--- src/rtl/bp_cache_req_responder.sv ---
// rtl/bp_cache_req_responder.sv - cache miss / uncached request service engine
//
// Takes one miss or uncached request from a write-through cache, fetches the
// block (or single word) over a command/response memory channel and installs
// the result through tag, data and stat packets, ending with a one-cycle
// completion pulse. Victims are always clean, so there is no writeback path.
//
// Ports:
//   clk_i, reset_i            clock; asynchronous active-low reset
//   cache_req_*               request handshake, type, addr, size, data, metadata
//   cache_req_complete_o      one-cycle pulse when the request is fully serviced
//   mem_cmd_*                 memory command (read/write, addr, log2 size, data)
//   mem_resp_*                memory response beats, consumed with yumi
//   data_mem_pkt_*            block (or zero-extended uncached word) install
//   tag_mem_pkt_*             tag + coherence state install
//   stat_mem_pkt_*            MRU / dirty-clear update

module bp_cache_req_responder #(
  parameter int paddr_width_p    = 40,
  parameter int sets_p           = 64,
  parameter int assoc_p          = 8,
  parameter int block_width_p    = 512,
  parameter int mem_data_width_p = 64,
  parameter int ptag_width_p     = paddr_width_p - $clog2(sets_p) - $clog2(block_width_p/8),
  localparam int index_w  = $clog2(sets_p),
  localparam int way_w    = $clog2(assoc_p),
  localparam int offset_w = $clog2(block_width_p/8),
  localparam int beats_lp = block_width_p/mem_data_width_p,
  localparam int beat_w   = $clog2(beats_lp)
) (
  input  logic                        clk_i,
  input  logic                        reset_i,

  input  logic                        cache_req_v_i,
  output logic                        cache_req_ready_o,
  input  logic [1:0]                  cache_req_type_i,
  input  logic [paddr_width_p-1:0]    cache_req_addr_i,
  input  logic [1:0]                  cache_req_size_i,
  input  logic [63:0]                 cache_req_data_i,
  input  logic                        cache_req_metadata_v_i,
  input  logic [way_w-1:0]            cache_req_metadata_way_i,
  output logic                        cache_req_complete_o,

  output logic                        mem_cmd_v_o,
  input  logic                        mem_cmd_ready_i,
  output logic                        mem_cmd_write_o,
  output logic [paddr_width_p-1:0]    mem_cmd_addr_o,
  // 3 bits so that a full-block size (log2 of 64 bytes = 6) is representable
  output logic [2:0]                  mem_cmd_size_o,
  output logic [63:0]                 mem_cmd_data_o,

  input  logic                        mem_resp_v_i,
  output logic                        mem_resp_yumi_o,
  input  logic [mem_data_width_p-1:0] mem_resp_data_i,

  output logic                        data_mem_pkt_v_o,
  input  logic                        data_mem_pkt_ready_i,
  output logic                        data_mem_pkt_uncached_o,
  output logic [index_w-1:0]          data_mem_pkt_index_o,
  output logic [way_w-1:0]            data_mem_pkt_way_o,
  output logic [block_width_p-1:0]    data_mem_pkt_data_o,

  output logic                        tag_mem_pkt_v_o,
  input  logic                        tag_mem_pkt_ready_i,
  output logic [index_w-1:0]          tag_mem_pkt_index_o,
  output logic [way_w-1:0]            tag_mem_pkt_way_o,
  output logic [ptag_width_p-1:0]     tag_mem_pkt_tag_o,
  output logic [1:0]                  tag_mem_pkt_state_o,

  output logic                        stat_mem_pkt_v_o,
  input  logic                        stat_mem_pkt_ready_i,
  output logic [index_w-1:0]          stat_mem_pkt_index_o,
  output logic [way_w-1:0]            stat_mem_pkt_way_o
);

  typedef enum logic [3:0] {
    S_IDLE, S_META, S_CMD, S_RESP, S_TAG, S_DATA, S_STAT, S_UC_DATA, S_DONE
  } state_e;

  state_e                       state_r, state_n;
  logic                         ready_r, cmd_v_r, tag_v_r, data_v_r, stat_v_r, complete_r;
  logic [beat_w-1:0]            beat_r;

  logic [1:0]                   req_type_r;
  logic [paddr_width_p-1:0]     req_addr_r;
  logic [1:0]                   req_size_r;
  logic [63:0]                  req_data_r;
  logic [way_w-1:0]             way_r;
  logic [block_width_p-1:0]     block_r;

  logic req_fire, resp_fire, beat_last, uncached;

  assign uncached  = req_type_r[1];
  assign req_fire  = ready_r & cache_req_v_i;
  assign resp_fire = (state_r == S_RESP) & mem_resp_v_i;
  assign beat_last = (beat_r == beat_w'(beats_lp - 1));

  always_comb begin
    state_n = state_r;
    case (state_r)
      S_IDLE:    if (req_fire)
                   // Metadata seen with the request lets a miss skip META
                   state_n = (cache_req_type_i[1] | cache_req_metadata_v_i) ? S_CMD : S_META;
      S_META:    if (cache_req_metadata_v_i) state_n = S_CMD;
      S_CMD:     if (mem_cmd_ready_i)        state_n = S_RESP;
      S_RESP:    if (mem_resp_v_i) begin
                   if (uncached)       state_n = req_type_r[0] ? S_DONE : S_UC_DATA;
                   else if (beat_last) state_n = S_TAG;
                 end
      S_TAG:     if (tag_mem_pkt_ready_i)    state_n = S_DATA;
      S_DATA:    if (data_mem_pkt_ready_i)   state_n = S_STAT;
      S_STAT:    if (stat_mem_pkt_ready_i)   state_n = S_DONE;
      S_UC_DATA: if (data_mem_pkt_ready_i)   state_n = S_DONE;
      S_DONE:                                state_n = S_IDLE;
      default:                               state_n = S_IDLE;
    endcase
  end

  // Handshake outputs are registered from the next state so they track the
  // state register exactly and never depend combinationally on a ready.
  always_ff @(posedge clk_i or negedge reset_i) begin
    if (!reset_i) begin
      state_r    <= S_IDLE;
      ready_r    <= 1'b0;
      cmd_v_r    <= 1'b0;
      tag_v_r    <= 1'b0;
      data_v_r   <= 1'b0;
      stat_v_r   <= 1'b0;
      complete_r <= 1'b0;
      beat_r     <= '0;
    end else begin
      state_r    <= state_n;
      ready_r    <= (state_n == S_IDLE);
      cmd_v_r    <= (state_n == S_CMD);
      tag_v_r    <= (state_n == S_TAG);
      data_v_r   <= (state_n == S_DATA) | (state_n == S_UC_DATA);
      stat_v_r   <= (state_n == S_STAT);
      complete_r <= (state_n == S_DONE);
      if (resp_fire && !uncached)
        beat_r <= beat_last ? '0 : beat_r + 1'b1;
    end
  end

  // Request payload and assembled block; contents are don't-care out of reset.
  always_ff @(posedge clk_i) begin
    if (req_fire) begin
      req_type_r <= cache_req_type_i;
      req_addr_r <= cache_req_addr_i;
      req_size_r <= cache_req_size_i;
      req_data_r <= cache_req_data_i;
    end
    if ((req_fire && !cache_req_type_i[1] && cache_req_metadata_v_i) ||
        (state_r == S_META && cache_req_metadata_v_i))
      way_r <= cache_req_metadata_way_i;
    if (resp_fire) begin
      if (uncached)
        block_r <= {{(block_width_p-mem_data_width_p){1'b0}}, mem_resp_data_i};
      else
        for (int k = 0; k < beats_lp; k++)
          if (beat_r == beat_w'(k))
            block_r[k*mem_data_width_p +: mem_data_width_p] <= mem_resp_data_i;
    end
  end

  assign cache_req_ready_o    = ready_r;
  assign cache_req_complete_o = complete_r;

  assign mem_cmd_v_o     = cmd_v_r;
  assign mem_cmd_write_o = (req_type_r == 2'd3);
  assign mem_cmd_addr_o  = uncached ? req_addr_r
                                    : {req_addr_r[paddr_width_p-1:offset_w], {offset_w{1'b0}}};
  assign mem_cmd_size_o  = uncached ? {1'b0, req_size_r} : 3'(offset_w);
  assign mem_cmd_data_o  = req_data_r;

  assign mem_resp_yumi_o = resp_fire;

  assign data_mem_pkt_v_o        = data_v_r;
  assign data_mem_pkt_uncached_o = uncached;
  assign data_mem_pkt_index_o    = req_addr_r[offset_w +: index_w];
  assign data_mem_pkt_way_o      = way_r;
  assign data_mem_pkt_data_o     = block_r;

  assign tag_mem_pkt_v_o     = tag_v_r;
  assign tag_mem_pkt_index_o = req_addr_r[offset_w +: index_w];
  assign tag_mem_pkt_way_o   = way_r;
  assign tag_mem_pkt_tag_o   = req_addr_r[paddr_width_p-1 -: ptag_width_p];
  // Miss store installs exclusive, miss load installs shared
  assign tag_mem_pkt_state_o = (req_type_r == 2'd1) ? 2'd2 : 2'd1;

  assign stat_mem_pkt_v_o     = stat_v_r;
  assign stat_mem_pkt_index_o = req_addr_r[offset_w +: index_w];
  assign stat_mem_pkt_way_o   = way_r;

endmodule

--- config.mk ---
export PLATFORM = sky130hd
export DESIGN_NAME = bp_cache_req_responder
export DESIGN_NICKNAME = d
export VERILOG_FILES = /design/src/rtl/bp_cache_req_responder.sv
export SDC_FILE = /design/constraint.sdc
export NUM_CORES = 1
export LEC_CHECK = 0
export CORE_AREA = 3 3 337 339
export DETAILED_ROUTE_END_ITERATION = 12
export DIE_AREA = 0 0 340 342
export SLEW_MARGIN = 25
export SYNTH_ARGS = -nofsm -noshare
export SYNTH_HDL_FRONTEND = slang
export SYNTH_SLANG_ARGS = --single-unit
--- constraint.sdc ---
create_clock -name clk_i -period 4.8 [get_ports clk_i]
set_clock_uncertainty 0.1 [all_clocks]
set_input_delay 0.48 -clock clk_i [delete_from_list [all_inputs] [get_ports clk_i]]
set_output_delay 0.48 -clock clk_i [all_outputs]
set_load 0.02 [all_outputs]
==> metrics, run 1 <==
Syn Area/Cell 23.28 um^2; final net count 1944; # setup viols final 0; CP delay by family, top buffers and inverters; Core Area between 100000 and 150000 um^2; post-DP HPWL ~65000 um; Post-Route WL ~84000 um; Yosys warning count 0; most common cell after layout, fill and taps aside clkdlybuf4s50_1; H-tree levels 3; Slew Limit Fails 0; IO Pins just under 900; Area Overhead vs Synth 59.55%; Pwr Density 463.1 nW/um^2; max_cap viols 0; Worst Setup End Kind output port; Placed Instance Area around 31000 um^2; first-pass GRT wire length about 110000 um; Crit path buffers/inverters 2; Worst-Skew Late Latency 620 ps; Die X 340 um; CP max stage delay roughly 620 ps; initial DRC count ~900; Synth Instances 891; total congestion overflow 0; Final Hold Fails 0; r2r setup slk roughly 2300 ps; Filler Cells Inserted between 10000 and 15000; Clock power frac 0.345; leakage power ~11 nW; Net Switching between 4 and 5 mW; Max clock buf depth 3; post-CTS sizing 0; type of origin of the critical path flop; #FFs+latches synth approximately 640; Pint between 10 and 15 mW; Slowest cell on crit path clkdlybuf4s50_1; number of core rows ~120; Tightest Pin Transition roughly 920 ps; critical path class flop to output port; initial antenna violation count 34; worst vdd ir roughly 0.00037 V; status finished clean; clk sink count around 640; Setup TNS 0 ps; clk root buf clkbuf_16; combinational share of power 0.191; share of layout cells above drive strength 1 0.07748; drt wl/cell around 25 um; Max FO, Critical Path 13; Die H 342 um; post-CTS setup buffers 0; antenna-violating nets left 0; largest net degree at the start of global routing 85; unrepaired setup endpoints after global routing false; GR Util All Layers 0.1379; CP Cell Sequence and4bb_4 > nand2_2 > inv_1 > clkdlybuf4s50_1; Unique masters post-synth 37; post-DR vias/cell 3.575; post-synthesis sequential area ratio 0.9175; vias in the first global route about 12000; fin area ~33000 um^2; Pre-antenna DRT Iters 5; hold buffer count at CTS 0; Worst Hold Class input port to asynchronous set/reset pin; Syn Nets about 1100; Syn Std Cell Area roughly 21000 um^2; most frequent cells in the layout clkdlybuf4s50_1, edfxtp_1, clkbuf_16; CP arrival about 2600 ps; via count ~12000; port bufs roughly 870; CTS tree yes; Starting Density 0.1874; DIE AREA between 100000 and 150000 um^2; Data required, critical path between 4000 and 5000 ps; Period minus WS final 3140 ps; DR DRC count 0; switch share 0.2805; sequential share of power 0.464; Worst slew margin 0.3881; Clk pin slew, worst setup/hold paths ~60 ps; final hold slack 212.4 ps; fmax ~0.32 GHz; TritonCTS Buffers approximately 70; Tcrit/Tclk final 0.6542; RD Place Congestion 0.8202
cell families (layout without fill, tap and decap cells):
logic type,Yosys count,count (layout),share of synthesized area
buffers and inverters,108,1024,0.03571
adder cells (fa/ha/maj),6,6,0.003619
flip-flops,636,636,0.9175
other,0,12,0
AND/OR/NAND/NOR,117,117,0.03450
AO/OA/AOI/OAI,19,19,0.005911
multiplexers,5,5,0.002714
cells in the mapped netlist:
cell type,instances,area share
dfrtp_1,13,0.016
and3_1,1,0.00030
inv_1,10,0.0018
clkbuf_1,9,0.0016
a211oi_1,2,0.00072
nor3b_1,2,0.00072
mux2_4,1,0.00072
nor2b_1,68,0.021
o211ai_2,1,0.00060
and2_1,9,0.0027
nand2b_1,3,0.00090
nand3_1,4,0.00097
nand2_2,1,0.00030
mux2_2,1,0.00054
nand4_2,1,0.00060
and3b_1,1,0.00042
buf_2,1,0.00024
nand4_1,1,0.00030
o21ai_0,1,0.00024
mux2i_1,3,0.0014
edfxtp_1,623,0.90
buf_6,1,0.00054
ha_1,6,0.0036
o21bai_1,1,0.00036
nand2_1,7,0.0013
o22ai_1,1,0.00030
o21ai_2,1,0.00042
buf_4,87,0.031
o22a_1,1,0.00042
nand3b_1,1,0.00036
o21ai_1,3,0.00072
nor2_1,14,0.0025
a21oi_1,7,0.0017
and4bb_4,1,0.00078
nor4b_2,2,0.0014
a2bb2oi_1,1,0.00042
or4_1,1,0.00036
sequential cells by signal, summed over array words and instances (netlist names):
name                  cells
beat_r                    3
cache_req_complete_o      1
cache_req_ready_o         1
data_mem_pkt_data_o     512
data_mem_pkt_v_o          1
data_mem_pkt_way_o        3
mem_cmd_data_o           64
mem_cmd_v_o               1
req_addr_r               40
req_size_r                2
req_type_r                2
stat_mem_pkt_v_o          1
state_r                   4
tag_mem_pkt_v_o           1
power by group through the flow:
| stage | logic, mW | clock network, mW | registers, mW |
|---|---|---|---|
| detailed placement | 3.00 | 0 | 7.24 |
| global route | 3.07 | 5.72 | 7.17 |
| floorplan | 0.864 | 0 | 7.70 |
| CTS | 3.01 | 5.47 | 7.13 |
| global placement | 2.96 | 0 | 7.23 |
| finish | 2.92 | 5.29 | 7.11 |
layout make-up:
cell class | count | area, um^2 | share of cell area
timing repair buffer | 888 | 8838 | 0.2671
clock inverter | 40 | 384.1 | 0.01161
inverter | 10 | 42.54 | 0.001285
multi-input combinational | 147 | 1030 | 0.03111
clock buffer | 86 | 1876 | 0.05667
antenna | 12 | 30.03 | 0.0009073
sequential | 636 | 19030 | 0.5751
tap | 1488 | 1862 | 0.05626
routing by layer:
metal,vias up,track usage,routed length (um)
met1,5826,0.1406,28330
li1,5086,-,-
met5,-,0,172
met4,26,0.05380,3136
met3,144,0.06021,8530
met2,740,0.2474,43530
worst paths after layout:
check                                     start                  endpoint  cells after the start
setup reg to reg                     state_r[1]  data_mem_pkt_data_o[282]                      4
max in group asynchronous               reset_i               mem_cmd_v_o                      1
setup / recovery                     state_r[1]           mem_resp_yumi_o                      4
hold reg to reg                       beat_r[1]                 beat_r[1]                      1
min in group clk_i         cache_req_data_i[22]        mem_cmd_data_o[22]                      1
hold / removal                          reset_i                 beat_r[2]                      1
worst reg2reg max path: cells and delay by family, from the launching register on:
family	cells	cell delay, ps
flip-flops	1	540
buffers and inverters	1	600
AND/OR/NAND/NOR	3	890
metrics by stage:
| stage | power, mW | worst slack (ps) | instances | utilization |
|---|---|---|---|---|
| after global routing | 15.95 | 1433 | 3298 | 0.2988 |
| after detailed placement | 10.25 | 2014 | 3169 | 0.2784 |
| final | 15.33 | 1660 | 3307 | 0.2991 |
| after global placement | 10.19 | 2020 | 3169 | 0.2784 |
| after floorplan | 8.561 | 395.2 | 891 | - |
| after CTS | 15.61 | 1555 | 3295 | 0.2988 |
No activity file was read; power rests on OpenSTA's default activity.
==> run 2: changes to the inputs <==
--- a/config.mk
+++ b/config.mk
@@ -5,9 +5,9 @@
 export SDC_FILE = /design/constraint.sdc
 export NUM_CORES = 1
 export LEC_CHECK = 0
-export CORE_AREA = 3 3 337 339
+export CORE_AREA = 3 3 338 340
 export DETAILED_ROUTE_END_ITERATION = 12
-export DIE_AREA = 0 0 340 342
+export DIE_AREA = 0 0 341 343
 export SLEW_MARGIN = 25
 export SYNTH_ARGS = -nofsm -noshare
 export SYNTH_HDL_FRONTEND = slang
==> constraint.sdc (replaced) <==
create_clock -name clk_i -period 2.8 [get_ports clk_i]
set_clock_uncertainty 0.1 [all_clocks]
set_input_delay 0.28 -clock clk_i [delete_from_list [all_inputs] [get_ports clk_i]]
set_output_delay 0.28 -clock clk_i [all_outputs]
set_load 0.02 [all_outputs]
==> run 2 against run 1 <==
Against the previous run: sequential share of layout area decreased by 0.77 points; non-clock buffer count increased by 39; die area increased by 0.59%; core utilization increased by 0.082 points; final area increased by 1.4%; cell count increased by 0.94%.
==> metrics, run 2 (synthesis gave the netlist of run 1 again) <==
status finished clean; first-pass GRT wire length 105400 um (-4.4%); H-tree levels 3 (unchanged); CP Cell Sequence buf_4 > buf_12 > nand2b_1 > clkdlybuf4s50_1; Tcrit/Tclk final 0.9125; number of core rows 123 (+0.82%); Core Area 111900 um^2 (+1.1%); hold_sp cache_req_addr_i[6]; Max clock buf depth 3 (unchanged); CP delay by family, top buffers and inverters; vias in the first global route 12720 (+1.8%); Worst Setup End Kind output port; # setup viols final 0 (unchanged); Final Worst Setup Slack 244.9 ps (-1415 ps); port bufs 868 (unchanged); Post-Route WL 79060 um (-5.5%); CP startpoint req_type_r[1]; pre-CTS WS 392.7 ps (-1621 ps); leakage power 11.18 nW (+2.3%); drt wl/cell 23.69 um (-6.4%); total congestion overflow 0 (unchanged); Starting Density 0.1854 (-0.002035); CP arrival 2180 ps (-380 ps); worst vdd ir 0.0004936 V (+33%); number of flip-flops in the largest register 512 (unchanged); Data required, critical path 2420 ps (-1800 ps); Reg2Reg Launch Point state_r[3]; Area Overhead vs Synth 61.74%; Clk pin slew, worst setup/hold paths 60 ps (about the same); Die H 343 um (+0.29%); Worst slew margin 0.4115 (+0.02344); Final Util 0.2999 (+0.0008240); DIE AREA 117000 um^2 (+0.59%); Worst-Skew Late Latency 610 ps (about the same); Crit path buffers/inverters 3 (+1); share of layout cells above drive strength 1 0.09690 (+0.01942); max_cap viols 0 (unchanged); WHS Endpoint req_addr_r[6]; initial antenna violation count 13 (-62%); most common cell after layout, fill and taps aside clkdlybuf4s50_1; clk sink count 636 (unchanged); critical path class flop to output port; DR DRC count 0 (unchanged); total power 26.36 mW (+72%); Hold Crit Depth 1; Max FO, Critical Path 24 (+11); Die X 341 um (+0.29%); Slew Limit Fails 0 (unchanged); CTS tree yes; post-DP HPWL 61380 um (-5.7%); post-DR vias/cell 3.595 (+0.57%); Pwr Density 785.8 nW/um^2 (+70%); via count 12000 (+1.5%); Slowest cell on crit path clkdlybuf4s50_1; clk root buf clkbuf_16; Pre-antenna DRT Iters 5 (unchanged); Worst Hold Class input port to flop; largest net degree at the start of global routing 56 (-34%); Reg2Reg Depth 4 (unchanged); TritonCTS Buffers 69 (-2.8%); final net count 1981 (+1.9%); Period minus WS final 2555 ps; Final Hold Fails 0 (unchanged); type of origin of the critical path flop; initial DRC count 873 (-1.6%); most frequent cells in the layout clkdlybuf4s50_1, edfxtp_1, clkbuf_16; placed insts 3217 (+1.5%); unrepaired setup endpoints after global routing false; Tightest Pin Transition 880.9 ps (-36.97 ps); r2r setup slk 650 ps (-1600 ps); antenna-violating nets left 0 (unchanged); IO Pins 869 (unchanged); RD Place Congestion 0.8257 (+0.67%); GR Util All Layers 0.1285 (-0.009383); fmax just under 0.4 GHz; reg2reg end data_mem_pkt_data_o[127]; CP max stage delay 610 ps (about the same); fin cells 3338 (+0.94%)
## run 2: changes by cell type in the layout (fill, tap and decap cells not counted), sizes merged, moves of 2 or more
cell	delta
buf	+38
clkdlybuf4s50	-2
clkbuf	-4
bufinv	+3
inv	-4
clkinv	-4
diode	-11
## run 2: layout make-up
cell class,count,area (um^2)
antenna,1,2.502
sequential,636,19040
timing repair buffer,927,9348
multi-input combinational,147,1037
tap,1500,1877
inverter,10,41.29
clock buffer,82,1797
fill,10910,78330
clock inverter,35,411.6
## run 2: report_power, final
group	leakage, nW	total [mW]	internal (mW)	switching (mW)
logic	4.21	5.16	2.14	3.03
clock network	1.08	8.98	5.26	3.72
registers	5.89	12.2	11.7	0.482
total	11.2	26.4	19.1	7.23
## run 2: through the flow
stage,instance area (um^2),hold WS (ps),TNS (ps)
after floorplan,20790,-115.6,-169180
after global placement,31310,444.3,0
after detailed placement,31310,480.3,0
after CTS,33530,39.60,0
after global routing,33550,69.94,0
final,33550,119.0,0
## run 2: how the worst max path moves through the flow
stage | cells after the start | slack [ps] | endpoint
6_report | 4 | 240 | mem_cmd_size_o[1]
3_5_place_dp | 5 | 390 | data_mem_pkt_data_o[131]
5_1_grt | 4 | 190 | mem_cmd_size_o[1]
2_1_floorplan | 4 | -530 | data_mem_pkt_data_o[128]
4_1_cts | 4 | 10 | mem_resp_yumi_o
3_3_place_gp | 4 | 360 | mem_resp_yumi_o
## run 2: per-layer routing
metal  vias to the layer above  share of wire  track usage
met4                         8          0.018      0.03052
li1                       5133              -            -
met5                         -        0.00077            0
met3                       105          0.087      0.04396
met2                       698           0.52       0.2306
met1                      6057           0.37       0.1467
## run 2: what timing repair did
action	CTS	global route
gates resized for setup	4	1
endpoints found under the hold margin	13	0
hold buffers	1	0
buffers inserted	0	2
endpoints found under the setup margin	2	4
==> run 3: changes to the inputs <==
--- a/config.mk
+++ b/config.mk
@@ -5,9 +5,9 @@
 export SDC_FILE = /design/constraint.sdc
 export NUM_CORES = 1
 export LEC_CHECK = 0
-export CORE_AREA = 3 3 338 340
+export CORE_AREA = 2 2 337 339
 export DETAILED_ROUTE_END_ITERATION = 12
-export DIE_AREA = 0 0 341 343
+export DIE_AREA = 0 0 339 341
 export SLEW_MARGIN = 25
 export SYNTH_ARGS = -nofsm -noshare
 export SYNTH_HDL_FRONTEND = slang
==> run 3 against run 2 <==
Against the previous run: count of clock-buffer cells in the layout grew 2; hold slack worse by 4.8 ps; first-iteration DRC count shrank 28%; clock power grew 2.6%; core utilization decreased by 0.12 points; global-route usage increased by 0.44 points; non-clock buffer count shrank 29; fmax is 2.6% lower; wire length rose by 1.1%; sequential share of layout area is 0.22 points higher; die area shrank 1.2%; final area down 0.39%.
==> metrics, run 3 (synthesis gave the netlist of run 1 again) <==
Data required, critical path 2420 ps (about the same); Final Util 0.2987 (-0.001163); initial antenna violation count 20 (+7); final hold slack 114.2 ps (-4.824 ps); CP Cell Sequence buf_4 > inv_1 > nand2_1 > inv_1 > clkdlybuf4s50_1; GR Util All Layers 0.1329 (+0.004395); antenna-violating nets left 0 (unchanged); Max FO, Critical Path 3 (-88%); critical path class flop to output port; initial DRC count 631 (-28%); most frequent cells in the layout clkdlybuf4s50_1, edfxtp_1, clkbuf_16; number of core rows 123 (unchanged); Area Overhead vs Synth 61.11%; first-pass GRT wire length 106500 um (+1.0%); Slowest cell on crit path clkdlybuf4s50_1; CP delay by family, top buffers and inverters; fmax 0.3811 GHz (-2.6%); Worst Setup End Kind output port; CP max stage delay 600 ps (about the same); DIE AREA 115600 um^2 (-1.2%); fin area 33420 um^2 (-0.39%); number of flip-flops in the largest register 512 (unchanged); largest net degree at the start of global routing 55 (-1.8%); placed insts 3187 (-0.93%); Tightest Pin Transition 1127 ps (+245.9 ps); # setup viols final 0 (unchanged); Die H 341 um (-0.58%); Worst-Skew Late Latency 620 ps (about the same); status finished clean; Slew Limit Fails 0 (unchanged); via count 12020 (+0.12%); Clk pin slew, worst setup/hold paths 60 ps (about the same); post-DP HPWL 60410 um (-1.6%); Worst Hold Class input port to flop; port bufs 868 (unchanged); unrepaired setup endpoints after global routing false; CTS tree yes; CP most frequent cell inv_1; Post-Route WL 79920 um (+1.1%); Core Area 111900 um^2 (unchanged); TritonCTS Buffers 71 (+2.9%); Crit path buffers/inverters 4 (+1); leakage power 11.03 nW (-1.3%); DR DRC count 0 (unchanged); Placed Instance Area 31090 um^2 (-0.68%); Worst slew margin 0.2472 (-0.1643); worst vdd ir 0.0005989 V (+21%); Final Worst Setup Slack 176.0 ps (-68.83 ps); r2r setup slk 350 ps (-300 ps); type of origin of the critical path flop; RD Place Congestion 0.8278 (+0.25%); Tcrit/Tclk final 0.9371 (+0.02458); share of layout cells above drive strength 1 0.08609 (-0.01080); max_cap viols 0 (unchanged); Period minus WS final 2624 ps (+68.83 ps); total congestion overflow 0 (unchanged); Pre-antenna DRT Iters 5 (unchanged); pre-CTS WS 339.6 ps (-53.11 ps); clk sink count 636 (unchanged); H-tree levels 3 (unchanged); Starting Density 0.1854 (unchanged); final net count 1954 (-1.4%); most common cell after layout, fill and taps aside clkdlybuf4s50_1; IO Pins 869 (unchanged); Setup TNS 0 ps (unchanged); Pwr Density 793.5 nW/um^2 (+0.98%); vias in the first global route 12670 (-0.36%); Die X 339 um (-0.59%); Final Hold Fails 0 (unchanged); CP arrival 2240 ps (+60 ps); total power 26.52 mW (+0.59%); Max clock buf depth 3 (unchanged); fin cells 3315 (-0.69%); clk root buf clkbuf_16; post-DR vias/cell 3.624 (+0.81%); drt wl/cell 24.11 um (+1.8%)
run 3: final cells by class:
cell class / instances / area, um^2
multi-input combinational: 147 / 1045
clock inverter: 37 / 436.7
sequential: 636 / 19040
antenna: 3 / 7.507
clock buffer: 84 / 1847
timing repair buffer: 898 / 9131
fill: 10950 / 78460
tap: 1500 / 1877
inverter: 10 / 41.29
run 3: path summary, 6_finish.rpt:
check | start | end | cells past startpoint
worst min register to register | beat_r[1] | beat_r[1] | 1
worst max-delay path | req_type_r[1] | tag_mem_pkt_state_o[1] | 5
max in group asynchronous | reset_i | state_r[1] | 2
worst max register to register | req_type_r[1] | data_mem_pkt_data_o[249] | 5
worst min-delay path | cache_req_data_i[17] | mem_cmd_data_o[17] | 1
min in group asynchronous | reset_i | beat_r[0] | 2
run 3: layer usage:
metal / wire (um) / track usage / share of wire
met3: 7649 / 0.05453 / 0.096
met5: 100 / 0 / 0.0013
met4: 2289 / 0.04176 / 0.029
met1: 29080 / 0.1439 / 0.36
met2: 40810 / 0.2355 / 0.51
run 3: worst reg2reg max path: stages, from the launching register on:
cell and delay [ps]:
edfxtp_1 450, buf_4 190, buf_4 150, buf_12 150, buf_12 170, nor2b_1 880
run 3: report_power, final:
part	internal [mW]	total, mW	switching, mW
Combinational	2.07	5.12	3.05
Sequential	11.7	12.2	0.457
Clock	5.34	9.21	3.87
Total	19.1	26.5	7.38
run 3: timing repair:
action,4_1_cts,5_1_grt
endpoints found under the setup margin,11,0
resized for setup,3,0
hold buffers,1,0
hold endpoints to repair,13,0
buffers inserted,3,0
